## src/rtl/contador_pkg.sv

```systemverilog
// contador_pkg: direction/mode encodings and the bin->Gray helper shared by the counter and its bench.
package contador_pkg;
   localparam logic DIR_UP    = 1'b1;
   localparam logic DIR_DOWN  = 1'b0;
   localparam logic MODE_WRAP = 1'b0;
   localparam logic MODE_SAT  = 1'b1;

   function automatic logic [31:0] bin2gray(input logic [31:0] b);
      return b ^ (b >> 1);
   endfunction
endpackage

```

## src/rtl/contador_param_if.sv

```systemverilog
// contador_param_if: control/data bus of the parametrised counter.
// q_gray is present only when CONTADOR_GRAY_EN is defined.
interface contador_param_if #(parameter int unsigned WIDTH = 3);
   logic             en;
   logic             load;
   logic             dir;
   logic             sat;
   logic [WIDTH-1:0] d;
   logic [WIDTH-1:0] q;
   logic             tc;
   logic             ovf;
`ifdef CONTADOR_GRAY_EN
   logic [WIDTH-1:0] q_gray;
   modport master (output en, load, dir, sat, d, input q, tc, ovf, q_gray);
   modport slave  (input en, load, dir, sat, d, output q, tc, ovf, q_gray);
`else
   modport master (output en, load, dir, sat, d, input q, tc, ovf);
   modport slave  (input en, load, dir, sat, d, output q, tc, ovf);
`endif
endinterface

```

## src/rtl/contador_gray_enc.sv

```systemverilog
// contador_gray_enc: combinational binary to Gray encoder.
module contador_gray_enc #(parameter int unsigned WIDTH = 3) (
   input  logic [WIDTH-1:0] bin_i,
   output logic [WIDTH-1:0] gray_o
);
   assign gray_o = bin_i ^ (bin_i >> 1);
endmodule

```

## src/rtl/contador_param.sv

```systemverilog
// contador_param: up/down modulo counter with load, wrap/saturate, tc and ovf.
// Define CONTADOR_GRAY_EN to add the registered Gray-coded output q_gray.
module contador_param
   import contador_pkg::*;
#(
   parameter int unsigned      WIDTH   = 3,
   parameter longint unsigned  MODULO  = 64'd1 << WIDTH,
   parameter logic [WIDTH-1:0] RST_VAL = '0
) (
   input logic             clk,
   input logic             rst_n,
   contador_param_if.slave bus_if
);
   // MODULO may be 2**WIDTH, so only MODULO-1 is ever held in WIDTH bits
   localparam logic [WIDTH-1:0] MAX = WIDTH'(MODULO - 64'd1);

   logic [WIDTH-1:0] q_q, q_d;
   logic             ovf_q, ovf_d;
   logic             bnd;

   always_comb begin
      bnd   = (bus_if.dir == DIR_UP) ? (q_q == MAX) : (q_q == '0);
      q_d   = q_q;
      ovf_d = 1'b0;
      if (bus_if.load)
         q_d = (64'(bus_if.d) >= MODULO) ? MAX : bus_if.d;
      else if (bus_if.en) begin
         ovf_d = bnd;
         q_d   = !bnd ? ((bus_if.dir == DIR_UP) ? q_q + WIDTH'(1) : q_q - WIDTH'(1))
               : (bus_if.sat == MODE_SAT) ? q_q
               : ((bus_if.dir == DIR_UP) ? '0 : MAX);
      end
   end

   always_ff @(posedge clk or negedge rst_n)
      if (!rst_n) begin
         q_q   <= RST_VAL;
         ovf_q <= 1'b0;
      end else begin
         q_q   <= q_d;
         ovf_q <= ovf_d;
      end

   assign bus_if.q   = q_q;
   assign bus_if.ovf = ovf_q;
   assign bus_if.tc  = bus_if.en & bnd;

`ifdef CONTADOR_GRAY_EN
   logic [WIDTH-1:0] g_d, g_q;

   contador_gray_enc #(.WIDTH(WIDTH)) u_gray (.bin_i(q_d), .gray_o(g_d));

   always_ff @(posedge clk or negedge rst_n)
      if (!rst_n) g_q <= WIDTH'(bin2gray(32'(RST_VAL)));
      else        g_q <= g_d;

   assign bus_if.q_gray = g_q;
`endif
endmodule

```

## src/flat_wrapper.sv

```systemverilog
// flat-port wrapper written by rule: the top's interface ports become plain ports
module contador_param_flat import contador_pkg::*;
#(
   parameter int unsigned      WIDTH   = 3,
   parameter longint unsigned  MODULO  = 64'd1 << WIDTH,
   parameter logic [WIDTH-1:0] RST_VAL = '0
)
  (clk, rst_n, bus_if_en, bus_if_load, bus_if_dir, bus_if_sat, bus_if_d, bus_if_q, bus_if_tc, bus_if_ovf);
  contador_param_if #(.WIDTH(WIDTH)) bus_if_i ();
  input logic clk;
  input logic rst_n;
  input wire logic [$bits(bus_if_i.en)-1:0] bus_if_en;
  input wire logic [$bits(bus_if_i.load)-1:0] bus_if_load;
  input wire logic [$bits(bus_if_i.dir)-1:0] bus_if_dir;
  input wire logic [$bits(bus_if_i.sat)-1:0] bus_if_sat;
  input wire logic [$bits(bus_if_i.d)-1:0] bus_if_d;
  output wire logic [$bits(bus_if_i.q)-1:0] bus_if_q;
  output wire logic [$bits(bus_if_i.tc)-1:0] bus_if_tc;
  output wire logic [$bits(bus_if_i.ovf)-1:0] bus_if_ovf;
  assign bus_if_i.en = bus_if_en;
  assign bus_if_i.load = bus_if_load;
  assign bus_if_i.dir = bus_if_dir;
  assign bus_if_i.sat = bus_if_sat;
  assign bus_if_i.d = bus_if_d;
  assign bus_if_q = bus_if_i.q;
  assign bus_if_tc = bus_if_i.tc;
  assign bus_if_ovf = bus_if_i.ovf;
  contador_param #(.WIDTH(WIDTH), .MODULO(MODULO), .RST_VAL(RST_VAL)) u_core (.clk(clk), .rst_n(rst_n), .bus_if(bus_if_i));
endmodule
```

## config.mk

```make
export PLATFORM = sky130hd
export DESIGN_NAME = contador_param_flat
export DESIGN_NICKNAME = d
export VERILOG_FILES = /design/src/rtl/contador_pkg.sv /design/src/rtl/contador_param_if.sv /design/src/rtl/contador_gray_enc.sv /design/src/rtl/contador_param.sv /design/src/flat_wrapper.sv
export SDC_FILE = /design/constraint.sdc
export NUM_CORES = 1
export LEC_CHECK = 0
export BUFFER_PORTS_ARGS = -buffer_cell sky130_fd_sc_hd__buf_2
export CAP_MARGIN = 25
export CORE_AREA = 2 2 39 41
export CTS_CLUSTER_DIAMETER = 40
export DETAILED_ROUTE_END_ITERATION = 10
export DIE_AREA = 0 0 41 43
export GPL_TIMING_DRIVEN = 0
export PLACE_DENSITY_LB_ADDON = 0.1
export SETUP_SLACK_MARGIN = 0.5
export SYNTH_ARGS = -nofsm -noshare
export SYNTH_HDL_FRONTEND = slang
export SYNTH_SLANG_ARGS = --single-unit
```

## constraint.sdc

```tcl
create_clock -name clk -period 3.5 [get_ports clk]
set_input_delay 0.525 -clock clk [delete_from_list [all_inputs] [get_ports clk]]
set_output_delay 0.525 -clock clk [all_outputs]
set_load 0.03 [all_outputs]
```

==> results of run 1 <==
[per-layer routing]
layer	routed length [um]	vias up	GRT usage [%]	part of all wire, %
met2	464	7	19.1	54
met1	363	157	15.7	42
li1	-	173	-	-
met4	0	0	8.00	0
met3	32	0	0	3.7
met5	0	-	0	0
[where the power goes]
part / internal (uW) / total [uW] / switching (uW)
clock: 38.4 / 57.3 / 18.9
sequential: 51.4 / 61.1 / 9.68
combinational: 28.9 / 67.7 / 38.8
total: 119 / 186 / 67.4
[state kept, by name, indices dropped and copies added (netlist names)]
register and flops:
u_core.bus_if.q 3, u_core.bus_if.ovf 1
[logic make-up (layout without fill, tap and decap cells)]
family	count (synthesis)	count (layout)	share of synthesized area, %
AOI/OAI and AO/OA	13	13	27.9
xor gates and xnor gates	1	1	2.54
adders and majority gates	1	1	5.80
buffers and inverters	5	20	7.97
DFF	4	4	29.0
and+or+nand+nor	13	13	26.8
[cell type report]
type / instances / area (um^2) / share of cell area, %
sequential: 4 / 100 / 22.3
multi-input combinational: 28 / 218 / 48.6
tap: 16 / 20.0 / 4.47
inverter: 3 / 11.3 / 2.51
buffer: 2 / 16.3 / 3.63
timing repair buffer: 12 / 60.1 / 13.4
clock buffer: 3 / 22.5 / 5.03
[worst max-delay path by stage]
stage | to | start | slack [ns]
after floorplan | bus_if_tc | u_core.bus_if.q[2]$_DFFE_PN0P_ | 1.74
after global placement | u_core.bus_if.q[2]$_DFFE_PN0P_ | bus_if_dir | 1.68
after detailed placement | u_core.bus_if.q[2]$_DFFE_PN0P_ | bus_if_dir | 1.64
after CTS | bus_if_tc | u_core.bus_if.q[1]$_DFFE_PN0P_ | 1.55
after global routing | bus_if_tc | u_core.bus_if.q[1]$_DFFE_PN0P_ | 1.48
final | bus_if_tc | u_core.bus_if.q[0]$_DFFE_PN0P_ | 1.55
[stage by stage]
stage | setup WS, ns | instance area (um^2) | power (uW)
floorplan | 1.74 | 345 | 108
global placement | 1.68 | 425 | 128
detailed placement | 1.64 | 425 | 129
CTS | 1.55 | 448 | 188
global route | 1.48 | 448 | 201
finish | 1.55 | 448 | 186
[synthesized netlist by cell type, drive strengths merged, types with 2 or more instances]
cell type and instances:
nor2 2, a21oi 3, nand2b 2, buf 2
dfrtp 4, inv 3, o2111ai 2
[placed cells by master (no fill, tap or decap), drive strengths merged]
master and instances:
clkbuf 3, nand2b 2, o211a 1, o31a 1, o2111ai 2, nand3 1, a22o 1, a31oi 1
inv 3, dfrtp 4, nand3b 1, buf 14, xor2 1, o21ai 1, a21boi 1, fa 1
nor2 2, and3 1, o311a 1, and4 1, a21oi 3, nor4 1, or4b 1, nand4bb 1
nor3 1, nor2b 1, o21a 1
==> results_dict.tcl, run 1 <==
set metrics [dict create \
    syn_inst 37 \
    powerDensity_mw_per_mm2 415 \
    fill_cells 148 \
    worst_pin_slew_ns 0.345 \
    slowest_stage "dfrtp_1" \
    fmax_ghz 0.514 \
    cp.required_ns 2.97 \
    setup_tns_ns 0 \
    avgSynthCellArea_um2 9.33 \
    antenna_left 0 \
    synth.yosys.seq_area_share_pct 29.0 \
    synth-main-ff-cell "dfrtp_1" \
    cts_root_buf "clkbuf_4" \
    worstSetupPathType "register to primary output" \
    critPathLaunchType "register" \
    path_depth 3 \
    dr_total_vias 337 \
    rr_worst_depth 5 \
    grt_pass1_wl_mm 1.53 \
    irDropWorstVdd_v 0.0000867 \
    drive_gt1_share_pct 34.6 \
    p_leak_uw 0.000208 \
    dieHeight_um 43 \
    clock_sinks 4 \
    dr.pass1.iters 2 \
    drtIter0Drc 1 \
    grt_pass1_vias 358 \
    max_cap_viol_count 0 \
    cts_resized 0 \
    yosysWarnings 0 \
    hold_viol_final 0 \
    grt_antenna_before_repair 0 \
    timing.hold.ws_ns 0.0860 \
    final_core_util_pct 32.4 \
    cts_tree "done" \
    totalWireLength_um 860 \
    cts_setup_buffers 0 \
    end_kind "primary output" \
    yosysTopAreaCellShare_pct 29.0 \
    arrival_ns 1.42 \
    drc 0 \
    timing.final.crit_period_ns 1.95 \
    synth_area_leaders "dfrtp_1, fa_1, o2111ai_1" \
    crit_buf_inv 1 \
    gp_congestion 0.731 \
    diodes 0 \
    slew_violations 0 \
    cts_buffers 3 \
    initial_core_util_pct 25.0 \
    clkTransAtPathRegs_ns 0.04 \
    grt_usage_pct 12.2 \
    min_period_over_period_pct 55.6 \
    htree_levels 1 \
    io_buffer_count 12 \
    crit_fanout 9 \
    clock-skew-final_ns 0.00286 \
    ys_ff_latch 4 \
    setup_violations 0 \
    drt-wirelength-per-cell_um 12.6 \
    rsz0062_at_grt "false" \
    dp_hpwl_um 666 \
    yosysTopAreaCell "dfrtp_1" \
    syn_nets 47 \
    clock_latency_ns 0.23 \
    finalNonFillerCells 68 \
    die_area_mm2 0.00176 \
    async_flop_share_pct 100 \
    relSlewSlack_pct 77.0 \
    num_rows 14 \
    worst_r2r_endpoint "u_core.bus_if.q[2]$_DFFE_PN0P_" \
    synth-edff-count 0 \
    globalRouteOverflowTotal 0 \
    cp_cell_sequence "nor4_2 > o21a_1 > buf_2" \
    clockBufferDepth 2 \
    grt_max_degree 11 \
    core_area_mm2 0.00138 \
    finalNetCount 64 \
    viasPerCell 4.96 \
    areaGrowthSynthToFinish_pct 29.7 \
    hold_buffers 0 \
    synth_area_um2 345 \
    cpPeakStageDelay_ns 0.49 \
    r2r_start "u_core.bus_if.q[0]$_DFFE_PN0P_" \
    fp.dieW_um 41 \
    synth.distinct_cells 27 \
    dp.cells 65 \
    io_pins 14 \
    cp_top_family "flip-flops" \
    hold_path_class "primary input to asynchronous set/reset pin" \
    reg2reg_slack_ns 1.74 \
    status "complete, no violations" \
]
Power figures use the tool's default switching activity.
==> run 2: changes to the inputs <==
--- a/config.mk
+++ b/config.mk
@@ -5,6 +5,7 @@
 export SDC_FILE = /design/constraint.sdc
 export NUM_CORES = 1
 export LEC_CHECK = 0
+export ABC_AREA = 1
 export BUFFER_PORTS_ARGS = -buffer_cell sky130_fd_sc_hd__buf_2
 export CAP_MARGIN = 25
 export CORE_AREA = 2 2 39 41
==> constraint.sdc (replaced) <==
create_clock -name clk -period 2 [get_ports clk]
set_input_delay 0.3 -clock clk [delete_from_list [all_inputs] [get_ports clk]]
set_output_delay 0.3 -clock clk [all_outputs]
set_load 0.03 [all_outputs]
==> run 2 against run 1 <==
Clock-buffer cell count unchanged. Clock power increased by 68%. Worst hold slack improved by 0.21 ns. Worst setup slack got worse by 1.1 ns. Via count increased by 4.5%. Final area increased by 6.7%. Non-clock buffer count increased by 4. Largest power group unchanged. Register-to-register slack got worse by 1.2 ns. First-iteration DRC count unchanged.
==> results_dict.tcl, run 2 <==
set metrics [dict create \
    dp_hpwl_um 611 \
    syn_nets 58 \
    setup_tns_ns 0 \
    worst_pin_slew_ns 0.185 \
    viasPerCell 4.14 \
    grt_pass1_wl_mm 1.22 \
    avgSynthCellArea_um2 6.23 \
    critPathLaunchType "register" \
    diodes 0 \
    synth_area_leaders "dfrtp_1, nand2_1, inv_1" \
    setup_violations 0 \
    num_rows 14 \
    worst_r2r_endpoint "u_core.bus_if.q[2]$_DFFE_PN0P_" \
    final_common_cell "nand2_1" \
    clock_sinks 4 \
    cp.required_ns 1.70 \
    grt_usage_pct 10.2 \
    end_kind "primary output" \
    fill_cells 167 \
    arrival_ns 1.20 \
    clock_latency_ns 0.23 \
    areaGrowthSynthToFinish_pct 59.8 \
    yosysWarnings 0 \
    largest_register_ff_count 3 \
    drc 0 \
    grt_antenna_before_repair 0 \
    syn_inst 48 \
    initial_core_util_pct 21.6 \
    status "complete, no violations" \
    antenna_left 0 \
    powerDensity_mw_per_mm2 902 \
    dr_total_vias 352 \
    drive_gt1_share_pct 44.9 \
    drt-wirelength-per-cell_um 8.98 \
    yosysTopAreaCell "dfrtp_1" \
    synth.distinct_cells 11 \
    min_from "bus_if_load" \
    core_area_mm2 0.00138 \
    async_flop_share_pct 100 \
    io_pins 14 \
    min_period_over_period_pct 74.9 \
    synth_area_um2 299 \
    hold_path_depth 2 \
    grt_max_degree 7 \
    p_leak_uw 0.000278 \
    relSlewSlack_pct 87.7 \
    mostFrequentLayoutCells "nand2_1, buf_2, inv_1" \
    irDropWorstVdd_v 0.000220 \
    rr_worst_depth 9 \
    fp.dieW_um 41 \
    finalNetCount 81 \
    r2r_start "u_core.bus_if.q[0]$_DFFE_PN0P_" \
    dr.pass1.iters 2 \
    reg2reg_slack_ns 0.58 \
    cts_root_buf "clkbuf_4" \
    synth-main-ff-cell "dfrtp_1" \
    final_core_util_pct 34.5 \
    hold_viol_final 0 \
    regArea_um2 103 \
    fmax_ghz 0.667 \
    dieHeight_um 43 \
    drtIter0Drc 1 \
    rsz0062_at_grt "true" \
    hold_path_class "primary input to register" \
    netlist_top_cells_count "nand2_1, inv_1, nand3_1" \
    hold_end "u_core.bus_if.ovf$_DFF_PN0_" \
    gp_congestion 0.691 \
    io_buffer_count 13 \
    multi_input_area_um2 191 \
    slew_violations 0 \
    clockBufferDepth 2 \
    ys_ff_latch 4 \
    yosysTopAreaCellShare_pct 33.5 \
    worstSetupPathType "register to primary output" \
    cts_tree "done" \
    grt_pass1_vias 337 \
    crit_fanout 4 \
    timing.final.crit_period_ns 1.50 \
    die_area_mm2 0.00176 \
    totalWireLength_um 763 \
    clkTransAtPathRegs_ns 0.04 \
    globalRouteOverflowTotal 0 \
    max_cap_viol_count 0 \
    yosysMostFrequentCell "nand2_1" \
    clock-skew-final_ns 0.00387 \
    synth.yosys.seq_area_share_pct 33.5 \
    htree_levels 1 \
    synth-edff-count 0 \
    cts_buffers 3 \
]
-- run 2: kinds of logic after synthesis --
family	count (synthesis)	share of synthesized area (%)
fa+ha+maj	1	6.69
simple gates	33	46.4
compound gates	2	3.35
flops	4	33.5
buf+inv	8	10.0
-- run 2: timing repair --
action	4_1_cts	5_1_grt
endpoints found under the hold margin	4	0
gates resized for setup	6	4
setup buffers	3	1
setup endpoints to repair	1	2
hold buffers	1	0
pin swaps	0	0
-- run 2: area by class of cell --
cell class	instances	share of cell area [%]
inverters	8	6.28
flip-flops and latches	4	21.5
clock buffers	3	4.71
multi-input cells	36	40.1
well taps	16	4.19
repair buffers	18	23.3
-- run 2: power by group --
group | internal, uW | switching (uW) | total, uW
Combinational | 87.4 | 125 | 213
Sequential | 99.6 | 22.7 | 122
Clock | 66.9 | 29.5 | 96.4
Total | 254 | 177 | 431
-- run 2: worst max path at each step --
stage	slack, ns	end	cells past startpoint	startpoint
final	0.50	bus_if_tc	6	u_core.bus_if.q[1]$_DFFE_PN0P_
after global routing	0.42	bus_if_tc	6	u_core.bus_if.q[1]$_DFFE_PN0P_
after CTS	0.46	bus_if_tc	6	u_core.bus_if.q[1]$_DFFE_PN0P_
after detailed placement	0.57	bus_if_tc	6	u_core.bus_if.q[0]$_DFFE_PN0P_
after global placement	0.58	bus_if_tc	6	u_core.bus_if.q[0]$_DFFE_PN0P_
after floorplan	0.54	bus_if_tc	5	u_core.bus_if.q[0]$_DFFE_PN0P_
-- run 2: stage by stage --
stage	worst slack [ns]	std cells	power, uW	hold WS, ns	cell area, um^2
finish	0.501	85	431	0.293	478
global route	0.424	85	478	0.309	478
CTS	0.465	84	424	0.288	455
detailed placement	0.565	77	289	0.111	387
global placement	0.576	77	289	0.109	387
floorplan	0.541	48	238	0.00441	302
-- run 2: metal layers --
| layer | GRT usage (%) | part of all wire [%] |
|---|---|---|
| met5 | 0 | 0 |
| met4 | 8.00 | 0 |
| met3 | 0.524 | 5.6 |
| met2 | 16.6 | 54 |
| met1 | 11.5 | 40 |
-- run 2: critical path, stage by stage (launching register included) --
cell	delay, ns
dfrtp_2	0.42
nor2_2	0.10
nand2_1	0.07
nand2_2	0.09
nand2_4	0.06
nor2_4	0.08
buf_6	0.13
==> run 3: changes to the inputs <==
==> constraint.sdc (replaced) <==
create_clock -name clk -period 1.44 [get_ports clk]
set_input_delay 0.216 -clock clk [delete_from_list [all_inputs] [get_ports clk]]
set_output_delay 0.216 -clock clk [all_outputs]
set_load 0.03 [all_outputs]
==> run 3 against run 2 <==
Clock-buffer cell count rose by 1. Clock skew rose by 0.0069 ns. First-iteration DRC count grew 100%. Combinational power increased by 100%. Sequential share of layout area is 3.7 points lower. Critical path depth unchanged. Via count grew 5.1%. Core utilization rose by 7.7 points. Total power up 72%. Non-clock buffer count grew 7. Sequential cell count did not move. Critical endpoint unchanged. Highest routed layer is now met4.
==> results_dict.tcl, run 3 (synthesis gave the netlist of run 2 again) <==
set metrics [dict create \
    fin_area_um2 584 \
    hold_viol_final 0 \
    largest_register_ff_count 3 \
    clkPwrFrac_pct 20.4 \
    power_frac_comb_pct 57.2 \
    clock_latency_ns 0.24 \
    gp_congestion 0.736 \
    crit_end "bus_if_tc" \
    fp.dieW_um 41 \
    arrival_ns 1.20 \
    final_common_cell "nand2_1" \
    io_pins 14 \
    timing.final.crit_period_ns 1.41 \
    cp.required_ns 1.22 \
    finalNetCount 88 \
    grt_max_degree 6 \
    power_frac_seq_pct 22.4 \
    drt-wirelength-per-cell_um 8.97 \
    rr_worst_depth 9 \
    dr.pass1.iters 2 \
    powerDensity_mw_per_mm2 1270 \
    totalWireLength_um 834 \
    end_kind "primary output" \
    diodes 0 \
    grt_usage_pct 11.2 \
    areaGrowthSynthToFinish_pct 95.4 \
    max_cap_viol_count 0 \
    place_area_um2 400 \
    num_rows 14 \
    fmax_ghz 0.707 \
    setup_violations 0 \
    status "complete, no violations" \
    drc 0 \
    antenna_left 0 \
    p_leak_uw 0.000327 \
    hold_path_class "primary input to register" \
    grt_pass1_vias 353 \
    cts_root_buf "clkbuf_4" \
    dieHeight_um 43 \
    slew_violations 0 \
    core_area_mm2 0.00138 \
    final_core_util_pct 42.2 \
    grt_pass1_wl_mm 1.33 \
    reg2reg_slack_ns 0.05 \
    grt_antenna_before_repair 0 \
    die_area_mm2 0.00176 \
    worstSetupPathType "register to primary output" \
    dr_total_vias 370 \
    crit_fanout 3 \
    clock_sinks 4 \
    viasPerCell 3.98 \
    p_int_uw 463 \
    cts_tree "done" \
    drtIter0Drc 2 \
    io_buffer_count 13 \
    relSlewSlack_pct 86.6 \
    clkTransAtPathRegs_ns 0.04 \
    cts_buffers 3 \
    initial_core_util_pct 21.6 \
    clock-skew-final_ns 0.0108 \
    power_switching_uw 279 \
    globalRouteOverflowTotal 0 \
    mostFrequentLayoutCells "nand2_1, buf_6, buf_2" \
    htree_levels 1 \
    swShare_pct 37.6 \
    startpoint "u_core.bus_if.q[1]$_DFFE_PN0P_" \
    clockBufferDepth 2 \
    min_period_over_period_pct 98.2 \
    critPathLaunchType "register" \
    worst_pin_slew_ns 0.201 \
    irDropWorstVdd_v 0.000373 \
    dp_hpwl_um 611 \
    worst_r2r_endpoint "u_core.bus_if.q[2]$_DFFE_PN0P_" \
    drive_gt1_share_pct 53.2 \
    r2r_start "u_core.bus_if.q[1]$_DFFE_PN0P_" \
    rsz0062_at_grt "true" \
]
[run 3: cell count changes in the layout (fill, tap and decap cells not counted), sizes merged]
cell	before	now
buf	17	24
clkbuf	3	4
[run 3: routing by layer]
layer	vias to the layer above	routed length (um)	GRT usage, %
met4	0	15	10.0
li1	203	-	-
met1	157	383	13.4
met5	-	0	0
met2	8	405	17.2
met3	2	30	0
[run 3: final cells by class]
| cell class | instances | area (um^2) |
|---|---|---|
| fillers | 151 | 800 |
| clock buffers | 4 | 26.3 |
| repair buffers | 25 | 204 |
| flip-flops and latches | 4 | 104 |
| inverters | 8 | 30.0 |
| well taps | 16 | 20.0 |
| multi-input cells | 36 | 200 |
[run 3: through the flow]
| step | cells | hold slack, ns | setup TNS, ns | worst slack [ns] | total power [uW] |
|---|---|---|---|---|---|
| after global placement | 77 | 0.0257 | 0 | 0.147 | 412 |
| after CTS | 88 | 0.197 | 0 | 0.0263 | 679 |
| after detailed placement | 77 | 0.0268 | 0 | 0.145 | 413 |
| final | 93 | 0.219 | 0 | 0.0254 | 742 |
| after global routing | 93 | 0.231 | -0.161 | -0.0972 | 813 |
| after floorplan | 48 | -0.0796 | 0 | 0.147 | 343 |
[run 3: power by group through the flow]
stage          sequential, uW  combinational [uW]  clock [uW]
3_3_place_gp              179                 233           0
3_5_place_dp              177                 236           0
2_1_floorplan             216                 128           0
4_1_cts                   164                 352         163
6_report                  166                 425         151
5_1_grt                   170                 477         166
[run 3: repair_timing]
item                       4_1_cts  5_1_grt
hold endpoints to repair         4        0
setup endpoints to repair        9        9
resized for setup               11        8
buffers inserted                 6        5
hold buffers                     1        0
pin swaps                        3        8
[run 3: worst min-delay path by stage]
stage | startpoint | endpoint | cells past startpoint | slack [ns]
2_1_floorplan | rst_n | u_core.bus_if.ovf$_DFF_PN0_ | 0 | -0.08
3_3_place_gp | rst_n | u_core.bus_if.ovf$_DFF_PN0_ | 1 | 0.03
3_5_place_dp | rst_n | u_core.bus_if.ovf$_DFF_PN0_ | 1 | 0.03
4_1_cts | bus_if_load | u_core.bus_if.ovf$_DFF_PN0_ | 2 | 0.20
5_1_grt | bus_if_load | u_core.bus_if.ovf$_DFF_PN0_ | 2 | 0.23
6_report | bus_if_load | u_core.bus_if.ovf$_DFF_PN0_ | 2 | 0.22
[run 3: worst max-delay path, stage by stage (launching register included)]
cell     delay, ns
dfrtp_2       0.42
nor2_1        0.10
nand2_1       0.07
nand2_2       0.08
nand2_2       0.08
nor2_4        0.09
buf_6         0.13
